**src/rtl/flag_pkg.sv**
```systemverilog
// flag_pkg: flag indices, default width and the stack-operation decode shared by the flag shadow stack
package flag_pkg;

    localparam int FLAG_C      = 0;
    localparam int FLAG_Z      = 1;
    localparam int N_FLAGS_DEF = 2;

    typedef enum logic [2:0] {
        OP_HOLD,
        OP_PUSH,
        OP_POP,
        OP_SWAP,
        OP_OVF,
        OP_UNF
    } stk_op_e;

    // A simultaneous push+pop on an empty stack degrades to a plain push, so no underflow is flagged
    function automatic stk_op_e decode_op(input logic push, input logic pop, input logic empty, input logic full);
        if (push && pop) return empty ? OP_PUSH : OP_SWAP;
        if (push)        return full  ? OP_OVF  : OP_PUSH;
        if (pop)         return empty ? OP_UNF  : OP_POP;
        return OP_HOLD;
    endfunction

endpackage

```
**src/rtl/flag_cell.sv**
```systemverilog
// flag_cell: one live flag bit with restore > clr > set > ld > hold precedence
module flag_cell (
    input  logic clk,
    input  logic rst,
    input  logic i_restore,
    input  logic i_restore_val,
    input  logic i_clr,
    input  logic i_set,
    input  logic i_ld,
    input  logic i_din,
    output logic o_q
);

    logic r_q;

    // Restore from the shadow stack wins over every per-flag control
    always_ff @(posedge clk or posedge rst) begin
        if (rst)              r_q <= 1'b0;
        else if (i_restore)   r_q <= i_restore_val;
        else if (i_clr)       r_q <= 1'b0;
        else if (i_set)       r_q <= 1'b1;
        else if (i_ld)        r_q <= i_din;
    end

    assign o_q = r_q;

endmodule

```
**src/rtl/flag_shadow_stack.sv**
```systemverilog
// flag_shadow_stack: live flag register with a shadow stack saved on interrupt entry and restored on return
module flag_shadow_stack
    import flag_pkg::*;
#(
    parameter int N_FLAGS = N_FLAGS_DEF,
    parameter int DEPTH   = 4
) (
    input  logic                       clk,
    input  logic                       rst,
    input  logic [N_FLAGS-1:0]         flg_din,
    input  logic [N_FLAGS-1:0]         flg_ld,
    input  logic [N_FLAGS-1:0]         flg_set,
    input  logic [N_FLAGS-1:0]         flg_clr,
    input  logic                       push,
    input  logic                       pop,
    input  logic                       err_clr,
    output logic [N_FLAGS-1:0]         flags_out,
    output logic [$clog2(DEPTH+1)-1:0] depth_cnt,
    output logic                       full,
    output logic                       empty,
    output logic                       ovf_err,
    output logic                       unf_err
);

    localparam int CW = $clog2(DEPTH + 1);

    logic [N_FLAGS-1:0] r_stk [DEPTH];
    logic [CW-1:0]      r_cnt;
    logic               r_ovf;
    logic               r_unf;

    logic [N_FLAGS-1:0] w_flags;
    logic [N_FLAGS-1:0] w_top;
    logic [CW-1:0]      w_top_idx;
    logic [CW-1:0]      w_wr_idx;
    logic               w_wr_en;
    logic               w_restore;
    logic               w_full;
    logic               w_empty;
    stk_op_e            w_op;

    assign w_full  = (r_cnt == CW'(DEPTH));
    assign w_empty = (r_cnt == '0);

    // Decode the stack operation; a swap writes over the top slot, a push writes the next free slot
    always_comb begin
        w_op      = decode_op(push, pop, w_empty, w_full);
        w_top_idx = r_cnt - CW'(1);
        w_wr_en   = (w_op == OP_PUSH) || (w_op == OP_SWAP);
        w_wr_idx  = (w_op == OP_SWAP) ? w_top_idx : r_cnt;
        w_restore = (w_op == OP_POP) || (w_op == OP_SWAP);
    end

    // Read mux for the current top-of-stack entry
    always_comb begin
        w_top = '0;
        for (int i = 0; i < DEPTH; i++)
            if (w_top_idx == CW'(i)) w_top = r_stk[i];
    end

    // Shadow entries carry no reset; a slot is only ever read after being written
    always_ff @(posedge clk) begin
        for (int i = 0; i < DEPTH; i++)
            if (w_wr_en && w_wr_idx == CW'(i)) r_stk[i] <= w_flags;
    end

    // Depth counter moves only on accepted pushes and pops; swaps and dropped ops leave it alone
    always_ff @(posedge clk or posedge rst) begin
        if (rst)                  r_cnt <= '0;
        else if (w_op == OP_PUSH) r_cnt <= r_cnt + CW'(1);
        else if (w_op == OP_POP)  r_cnt <= r_cnt - CW'(1);
    end

    // Sticky errors; a fresh error in the err_clr cycle keeps the flag set
    always_ff @(posedge clk or posedge rst) begin
        if (rst) begin
            r_ovf <= 1'b0;
            r_unf <= 1'b0;
        end else begin
            r_ovf <= (w_op == OP_OVF) || (r_ovf && !err_clr);
            r_unf <= (w_op == OP_UNF) || (r_unf && !err_clr);
        end
    end

    for (genvar b = 0; b < N_FLAGS; b++) begin : g_cell
        flag_cell u_cell (
            .clk           (clk),
            .rst           (rst),
            .i_restore     (w_restore),
            .i_restore_val (w_top[b]),
            .i_clr         (flg_clr[b]),
            .i_set         (flg_set[b]),
            .i_ld          (flg_ld[b]),
            .i_din         (flg_din[b]),
            .o_q           (w_flags[b])
        );
    end

    assign flags_out = w_flags;
    assign depth_cnt = r_cnt;
    assign full      = w_full;
    assign empty     = w_empty;
    assign ovf_err   = r_ovf;
    assign unf_err   = r_unf;

endmodule

```
**config.mk**
```make
export PLATFORM = sky130hd
export DESIGN_NAME = flag_shadow_stack
export DESIGN_NICKNAME = d
export VERILOG_FILES = /design/src/rtl/flag_pkg.sv /design/src/rtl/flag_cell.sv /design/src/rtl/flag_shadow_stack.sv
export SDC_FILE = /design/constraint.sdc
export NUM_CORES = 1
export LEC_CHECK = 0
export ABC_CLOCK_PERIOD_IN_PS = 5400
export CAP_MARGIN = 30
export CORE_MARGIN = 2
export CORE_UTILIZATION = 52
export DETAILED_ROUTE_END_ITERATION = 16
export GPL_TIMING_DRIVEN = 0
export HOLD_SLACK_MARGIN = 0.1
export PLACE_DENSITY = 0.94
export SKIP_CTS_REPAIR_TIMING = 1
export SLEW_MARGIN = 10
export SYNTH_ARGS = -nofsm -noshare
export SYNTH_HDL_FRONTEND = slang
export SYNTH_SLANG_ARGS = --single-unit
```
**constraint.sdc**
```tcl
create_clock -name clk -period 5.4 [get_ports clk]
set_input_delay 1.08 -clock clk [delete_from_list [all_inputs] [get_ports clk]]
set_output_delay 1.08 -clock clk [all_outputs]
set_load 0.1 [all_outputs]
```
==> Implementation_results.wiki <==
{| class="wikitable"
! Metric !! Value
|-
| Outcome || finished, final reports clean
|-
| Number of violations reported at the end of detailed-routing iteration 0 || 34
|-
| Layout cell share with drive strength beyond 1 || 0.1032
|-
| Largest net degree at the start of global routing || 11
|-
| CP Cell Sequence || inv_1 -> ha_1 -> or2b_1 -> buf_6 -> inv_1 -> clkdlybuf4s50_1
|-
| Most frequent cell after synthesis || nand3_1
|-
| Die area || 2194 sq um
|-
| Highest Clock Rate || 0.2480 GHz
|-
| Buffers on Ports || 21
|-
| Type of the most critical hold path || register to register
|-
| Number of buffers on the longest clock path || 2
|-
| Final Hold Viols || 0
|-
| Layout Nets || 146
|-
| Least-Margin Pin Slew || about 0.96 ns
|-
| Summed instance area of the synthesized netlist || approximately 950 sq um
|-
| Max FO, Critical Path || 9
|-
| Setup violation total in the final timing report || 0
|-
| Post-synthesis cell type with the largest combined area || edfxtp_1
|-
| Synthesized netlist net count || 120
|-
| Yosys warning total || 0
|-
| Kind of cell adding the most delay to the critical path || buffers and inverters
|-
| Post-synth cell types || 27
|-
| Number of filler cells placed in the layout || about 130
|-
| Post-Synthesis Mean Instance Area || 9.452 sq um
|-
| Clock insertion delay at the later pin of the skew report || 0.28 ns
|-
| Area share of the leading cell type in the synthesized netlist || 0.2516
|-
| Endpoint class of the critical path || primary output
|-
| Total Routing Usage GR || 0.2148
|-
| RD Place Congestion || 0.8499
|-
| Fin. max-slew vios || 0
|-
| Diode count || 0
|-
| Cell types occupying the most area after synthesis || edfxtp_1, dfrtp_1, ha_1, nand3_1, a21oi_1
|-
| CTS root buffer || clkbuf_4
|-
| Number of I/O pins || 22
|-
| Final clock period utilization by the worst path || 0.7467
|-
| CP dominant cell by count || inv_1
|-
| Number of clock sinks || 15
|-
| Cell area after layout || between 1000 and 1500 sq um
|-
| Core region area || 1727 sq um
|-
| Launching element type of the critical path || register
|-
| Routed wire length || 2.133 mm
|-
| Setup repair after global routing missed its margin || false
|-
| Router iterations before antenna repair || 4
|-
| Worst max-slew margin expressed relative to the limit || 0.3568
|-
| Remaining routing DRC violations || 0
|-
| Cell with the biggest individual delay on the critical path || clkdlybuf4s50_1
|-
| Type of the setup path with the least slack || register to primary output
|-
| Dpl hpwl || 1.596 mm
|-
| DP Area || 1196 sq um
|-
| Worst setup skew after layout || 0.001684 ns
|-
| Max Cap Violations || 0
|-
| Number of register bits inferred by synthesis || 15
|-
| Most common library cells after synthesis || nand3_1, a21oi_1, inv_1, nand2_1, edfxtp_1
|-
| Final critical delay including setup and external delays || between 4 and 5 ns
|-
| Clock tree from TritonCTS || done
|-
| Arrival time of data at the critical path endpoint || 2.95 ns
|-
| Routed vias/inst || 5.795
|-
| Horiz. Die Dim || 46.85 um
|-
| Placed cell count || 147
|-
| Via count || 875
|-
| Average wire per cell in the routed design || roughly 14 um
|-
| Fin cells || 151
|-
| Post-detailed-route count of antenna-violating nets || 0
|-
| Slowest cell delay on critical path || about 1.1 ns
|-
| Standard-cell row count || 15
|-
| H-Tree Level Count || 1
|-
| Synth async-reset ratio || 0.4667
|-
| Area growth, synth to finish || 28.18%
|-
| Effective utilization at floorplan || 0.5529
|-
| Antenna violations before repair || 0
|-
| Sequential cell area fraction in the yosys report || 0.4351
|-
| Overall die height || 46.85 um
|-
| Final TNS setup || 0 ns
|-
| Remaining global-route overflow || 0
|-
| Req. time, crit path || 4.32 ns
|-
| Sum of buffers and inverters on the critical path || 4
|-
| Wire length of the first global-routing pass || about 3.2 mm
|-
| Number of enable-type register cells in the synthesized netlist || 8
|-
| Clock Pin Slew Worst Setup and Hold Paths || 0.09 ns
|-
| Num CTS Buffers || 3
|-
| Synth Instances || about 100
|-
| Via count of the first global-routing pass || 778
|-
| Top_reg_cell synth || edfxtp_1
|}
[metrics by stage]
step | hold WS [ns] | util | worst slack [ns]
floorplan | 0.4248 | - | 1.930
global placement | 0.4383 | 0.6928 | 1.761
detailed placement | 0.4542 | 0.6928 | 1.685
CTS | 0.4744 | 0.7087 | 1.379
global route | 0.4885 | 0.7087 | 1.251
finish | 0.4641 | 0.7087 | 1.368
[tightest hold or removal path: cells and delay by family, from the launching register on]
kind / cells / cell delay [ns]
DFF: 1 / 0.33
and+or+nand+nor: 2 / 0.11
[flip-flops by register name, summed over array words and instances (netlist names)]
signal	count
ovf_err	1
depth_cnt	3
g_cell.u_cell.o_q	2
r_stk	8
unf_err	1
[area by class of cell]
| type | count | area, sq um | area share |
|---|---|---|---|
| Inverter | 9 | 33.78 | 0.02761 |
| Multi-Input combinational cell | 71 | 461.7 | 0.3773 |
| Timing Repair Buffer | 21 | 210.2 | 0.1718 |
| Tap cell | 25 | 31.28 | 0.02556 |
| Clock buffer | 3 | 22.52 | 0.01840 |
| Buffer | 6 | 43.79 | 0.03579 |
| Sequential cell | 15 | 415.4 | 0.3395 |
| Clock inverter | 1 | 5.005 | 0.004090 |
[cell usage in the layout (no fill, tap or decap), drive strengths merged]
master	count
inv	9
nor2	5
dfrtp	7
o32a	2
clkinv	1
and3	2
nand3	13
or3	2
o21ai	6
buf	6
or2b	1
o22ai	1
o32ai	1
nand2b	4
clkdlybuf4s50	21
xor2	1
clkbuf	3
o211ai	2
mux2	2
mux2i	2
nand2	9
a21oi	10
edfxtp	8
o221ai	1
xnor2	1
ha	6
[cells by family (layout without fill, tap and decap cells)]
group	Yosys count	count (layout)	synth area share
buffers and inverters	15	40	0.08125
adder cells (fa/ha/maj)	6	6	0.07863
multiplexers	4	4	0.04456
AND/OR/NAND/NOR	36	36	0.1966
XOR/XNOR	2	2	0.01835
flip-flops	15	15	0.4351
AO/OA/AOI/OAI	23	23	0.1455
[per-layer routing]
layer | wire [um] | vias to the layer above | track usage
met2 | 1044 | 42 | 0.3507
li1 | - | 408 | -
met1 | 868 | 415 | 0.2500
met4 | 61 | 0 | 0.1556
met5 | 0 | - | 0
met3 | 158 | 10 | 0.04231
[worst paths after layout]
kind                               from                   end  slack [ns]  cells past startpoint
max                        depth_cnt[0]                 empty        1.37                      6
min in group asynchronous           rst  g_cell[1].u_cell.o_q        1.02                      2
max in group asynchronous           rst          depth_cnt[2]        4.16                      2
min reg2reg                 r_stk[3][0]  g_cell[0].u_cell.o_q        0.46                      2
min                         r_stk[3][0]  g_cell[0].u_cell.o_q        0.46                      2
max reg2reg                depth_cnt[0]           r_stk[3][0]        3.01                      7
Power is left out: the tool's default activity adds up to more than one toggle a clock period on the data nets, which glitch-free logic cannot reach.
==> RTL change 1: new RTL, same flow settings <==
Register the output `flags_out`, without a reset; this adds one clock of latency there. The other outputs are not delayed to match.
--- a/src/rtl/flag_shadow_stack.sv
+++ b/src/rtl/flag_shadow_stack.sv
@@ -96,7 +96,9 @@
         );
     end
 
-    assign flags_out = w_flags;
+    always_ff @(posedge clk) begin
+        flags_out <= w_flags;
+    end
     assign depth_cnt = r_cnt;
     assign full      = w_full;
     assign empty     = w_empty;
Behaviour: not the same (Yosys sat finds a counterexample within 4 cycles, from zero or initial values and one cycle with rst high).
==> RTL change 1 against the original RTL <==
Wire length up 0.84%; setup slack better by 0.040 ns; area after synthesis is 5.8% higher; first-iteration DRC count down 47%; sequential cell count is 2 higher; design area up 3.7%; highest routed layer unchanged.
==> RTL change 1: results (changes against the original RTL) <==
Yosys
  – Syn Nets: 121 (was 120)
  – Synthesized-area fraction occupied by adder cells: 7.43% (was 7.86%)
  – Ys async rst share: 41.2% (was 46.7%)
  – Netlist cell types: 37 (was 27)
  – Multiplexer area fraction after synthesis: 2.23% (was 4.46%)
  – Top cells by area, synth: edfxtp_1 24%, dfrtp_1 17%, ha_1 7.4% (was edfxtp_1 25%, dfrtp_1 18%, ha_1 7.9%)
  – Seq/Total Area, Yosys: 45.1% (was 43.5%)
  – Cells after Synth: 102 (was 101)
  – Post-synthesis compound-gate area fraction: 19.0% (was 14.5%)
  – Synth top cells by count: 9 x nand3_1, 8 x a21oi_1, 8 x edfxtp_1, 8 x nor2_1, 7 x dfrtp_1 (was 12 x nand3_1, 10 x a21oi_1, 9 x inv_1, 9 x nand2_1, 8 x edfxtp_1)

Route
  – First DRT Iteration DRCs: 18 (was 34)
  – Average wire per standard cell: 14.2 um (was 14.1 um)
  – DR vias: 857 (was 875)

Critical path
  – Worst r2r path cells: 6 (was 7)
  – Worst setup path endpoint: full (was empty)
  – Critical path start-end classification: flip-flop to output pin (unchanged)
  – CP max FO: 10 (was 9)
  – R2R Setup Slk: 3.22 ns (was 3.01 ns)
  – Slowest stage delay, CP: 1.15 ns (was 1.11 ns)
  – Terminus of the critical flop-to-flop path: r_stk[2][0] (was r_stk[3][0])
  – Worst EP arrival: 2.91 ns (was 2.95 ns)

GRT
  – Total track usage: 21.0% (was 21.5%)
  – First-pass GRT wire length: 3360 um (was 3250 um)
  – Vias in the first global route: 809 (was 778)

STA
  – Worst Skew: 0.00521 ns (was 0.00168 ns)
  – Tmin final: 3.99 ns (was 4.03 ns)
  – Slew Limit Headroom: 35.2% (was 35.7%)
  – Hold slack: 0.491 ns (was 0.464 ns)

Power and ir drop
  – Final Power: 0.778 mW

Layout
  – Fillers: 130 (was 125)
  – Share of cells above drive strength 1: 12.7% (was 10.3%)
  – Max reg flops: 8 (unchanged)

Placed design
  – Number of I/O port buffers: 20 (was 21)
  – Hpwl dp: 1650 um (was 1600 um)
  – Gpl congestion: 0.835 (was 0.850)
  – Placed inst area: 1240 um2 (was 1200 um2)

Status
  – Status: finished clean (unchanged)
RTL change 1: changes by cell type after synthesis, moves of 3 or more:
cell and delta:
nand2_1 -3, nor2_1 +3, nand3_1 -3, inv_1 -3
RTL change 1: routing by layer:
| layer | vias to the layer above | wire length [um] | part of all wire [%] | GRT usage [%] |
|---|---|---|---|---|
| met5 | - | 0 | 0 | 0 |
| met4 | 0 | 25 | 1.2 | 9.73 |
| met3 | 4 | 136 | 6.3 | 2.64 |
| met2 | 34 | 1070 | 50 | 37.3 |
| met1 | 399 | 918 | 43 | 24.9 |
| li1 | 420 | - | - | - |
RTL change 1: area by class of cell:
type | instances | area share, %
plain buffers | 5 | 2.56
multi-input cells | 73 | 39.1
well taps | 25 | 2.47
repair buffers | 20 | 15.8
clock buffers | 3 | 1.78
clock inverters | 1 | 0.394
inverters | 7 | 2.07
flip-flops and latches | 17 | 35.9
==> RTL change 2: new RTL, same flow settings <==
Without the edit above. `DEPTH`: 4 -> 8.
--- a/src/rtl/flag_shadow_stack.sv
+++ b/src/rtl/flag_shadow_stack.sv
@@ -3,7 +3,7 @@
     import flag_pkg::*;
 #(
     parameter int N_FLAGS = N_FLAGS_DEF,
-    parameter int DEPTH   = 4
+    parameter int DEPTH   = 8
 ) (
     input  logic                       clk,
     input  logic                       rst,
Ports: changed (resized depth_cnt); port bits go from 22 to 23. The function was not compared with the original's and may differ.
==> RTL change 2 against the original RTL <==
Design area up 51%; global-route usage is 2.6 points higher; critical path depth shrank 1; utilization fell by 4.5 points; cell count is 54% higher; wire length rose by 74%; setup slack improved by 0.047 ns; hold slack improved by 0.033 ns; area after synthesis grew 62%; maximum frequency increased by 1.2%; sequential cell count is 9 higher.
==> RTL change 2: results (changes against the original RTL) <==
Layout
  – Largest Register: r_stk (unchanged)
  – Max reg flops: 16 (was 8)
  – Share of cells above drive strength 1: 9.95% (was 10.3%)
  – Non-filler cells, final: 232 (was 151)
  – Diodes inserted: 0 (unchanged)
  – Nets@finish: 219 (was 146)
  – Fillers: 221 (was 125)

Clocking
  – Register clock-pin slew on the reported worst setup and hold paths: 0.13 ns (was 0.09 ns)
  – TritonCTS Buffers: 3 (unchanged)
  – Worst-Skew Late Latency: 0.32 ns (was 0.28 ns)
  – Root Driver: clkbuf_4 (unchanged)
  – Clock tree buffer depth: 2 (unchanged)

Critical path
  – R2R Setup Slk: 2.83 ns (was 3.01 ns)
  – CP max FO: 9 (unchanged)
  – Origin of the critical flop-to-flop path: depth_cnt[0] (unchanged)
  – Worst EP arrival: 2.90 ns (was 2.95 ns)
  – Worst r2r path cells: 9 (was 7)
  – Terminus of the critical flop-to-flop path: r_stk[0][0] (was r_stk[3][0])
  – Slowest stage delay, CP: 1.18 ns (was 1.11 ns)
  – Cell family with most CP delay: buffers and inverters (unchanged)

Yosys
  – Syn Nets: 193 (was 120)
  – Top cells by area, synth: edfxtp_1 31%, dfrtp_1 13%, nor2_1 5.8% (was edfxtp_1 25%, dfrtp_1 18%, ha_1 7.9%)
  – Netlist cell types: 43 (was 27)
  – Number of synthesized flops with an enable pin: 16 (was 8)
  – Synth Flop Type: edfxtp_1 (unchanged)
  – Cells after Synth: 176 (was 101)
  – Synth top cells by count: 24 x nor2_1, 17 x a21oi_1, 16 x edfxtp_1 (was 12 x nand3_1, 10 x a21oi_1, 9 x inv_1, 9 x nand2_1, 8 x edfxtp_1)
  – Seq/Total Area, Yosys: 44.1% (was 43.5%)
  – Ys async rst share: 33.3% (was 46.7%)
  – Yosys Warn Count: 0 (unchanged)

Placed design
  – Hpwl dp: 2700 um (was 1600 um)
  – Setup WS pre-CTS: 1.79 ns (was 1.68 ns)
  – Gpl congestion: 0.904 (was 0.850)
  – Number of I/O port buffers: 21 (unchanged)

GRT
  – Met3 usage: 3.52% (was 4.23%)
  – Largest net degree at the start of global routing: 15 (was 11)
  – Met2 usage: 37.6% (was 35.1%)
  – First-pass GRT wire length: 6050 um (was 3250 um)
  – Total track usage: 24.1% (was 21.5%)
  – Met1 Use GR: 33.6% (was 25.0%)
  – Vias in the first global route: 1272 (was 778)

STA
  – Worst Skew: 0.00513 ns (was 0.00168 ns)
  – Worst-Margin Slew: 0.974 ns (was 0.962 ns)
  – Final WS setup: 1.42 ns (was 1.37 ns)

Route
  – DR WL met3: 272 um (was 158 um)
  – Met2 wire length: 1760 um (was 1040 um)
  – First-pass DRT Iterations: 4 (unchanged)
  – Vias/cell: 6.07 (was 5.79)
  – Met1 WL: 1610 um (was 868 um)
  – First DRT Iteration DRCs: 76 (was 34)
  – WL final: 3700 um (was 2130 um)

Min path
  – Hold EP: unf_err (was g_cell[0].u_cell.o_q)
  – Start point of the worst hold path: unf_err (was r_stk[3][0])
  – Hold Path Depth: 2 (unchanged)

Status
  – Status: finished clean (unchanged)

Power and ir drop
  – Worst vdd ir: 0.000652 V
[RTL change 2: cell types whose count changed after synthesis, sizes merged, moves of 4 or more]
cell,change
a211oi,+4
a21oi,+7
buf,+6
edfxtp,+8
inv,+6
nand2,+4
nand3,-9
nor2,+20
nor3,+9
[RTL change 2: logic make-up (layout without fill, tap and decap cells)]
group                      count (synthesis)  count (layout)  synth area share (%)
and+or+nand+nor                           64              64                  20.7
buffers and inverters                     29              54                  8.43
xor gates and xnor gates                   2               2                  1.13
muxes                                      2               2                  1.30
DFF                                       24              24                  44.1
adders and majority gates                  4               4                  3.24
AOI/OAI and AO/OA                         51              51                  21.2
[RTL change 2: power groups by stage]
stage | combinational, mW | sequential, mW | clock [mW]
detailed placement | 0.739 | 0.293 | 0
global route | 0.805 | 0.296 | 0.140
floorplan | 0.451 | 0.406 | 0
global placement | 0.724 | 0.291 | 0
finish | 0.753 | 0.289 | 0.129
CTS | 0.745 | 0.289 | 0.132
[RTL change 2: area by class of cell]
cell class / instances / area (um2) / share of cell area, %
Clock buffer: 3 / 22.5 / 1.22
Sequential cell: 24 / 681 / 36.9
Inverter: 15 / 56.3 / 3.05
Buffer: 14 / 73.8 / 4.00
Clock inverter: 1 / 30.0 / 1.63
Tap cell: 31 / 38.8 / 2.10
Timing Repair Buffer: 21 / 210 / 11.4
Multi-Input combinational cell: 123 / 733 / 39.7
[RTL change 2: through the flow]
stage / hold slack (ns) / area, um2 / util (%)
after global placement: 0.469 / 1790 / 64.5
final: 0.497 / 1850 / 66.4
after floorplan: 0.553 / 1540 / -
after global routing: 0.543 / 1850 / 66.4
after CTS: 0.508 / 1850 / 66.4
after detailed placement: 0.478 / 1790 / 64.5
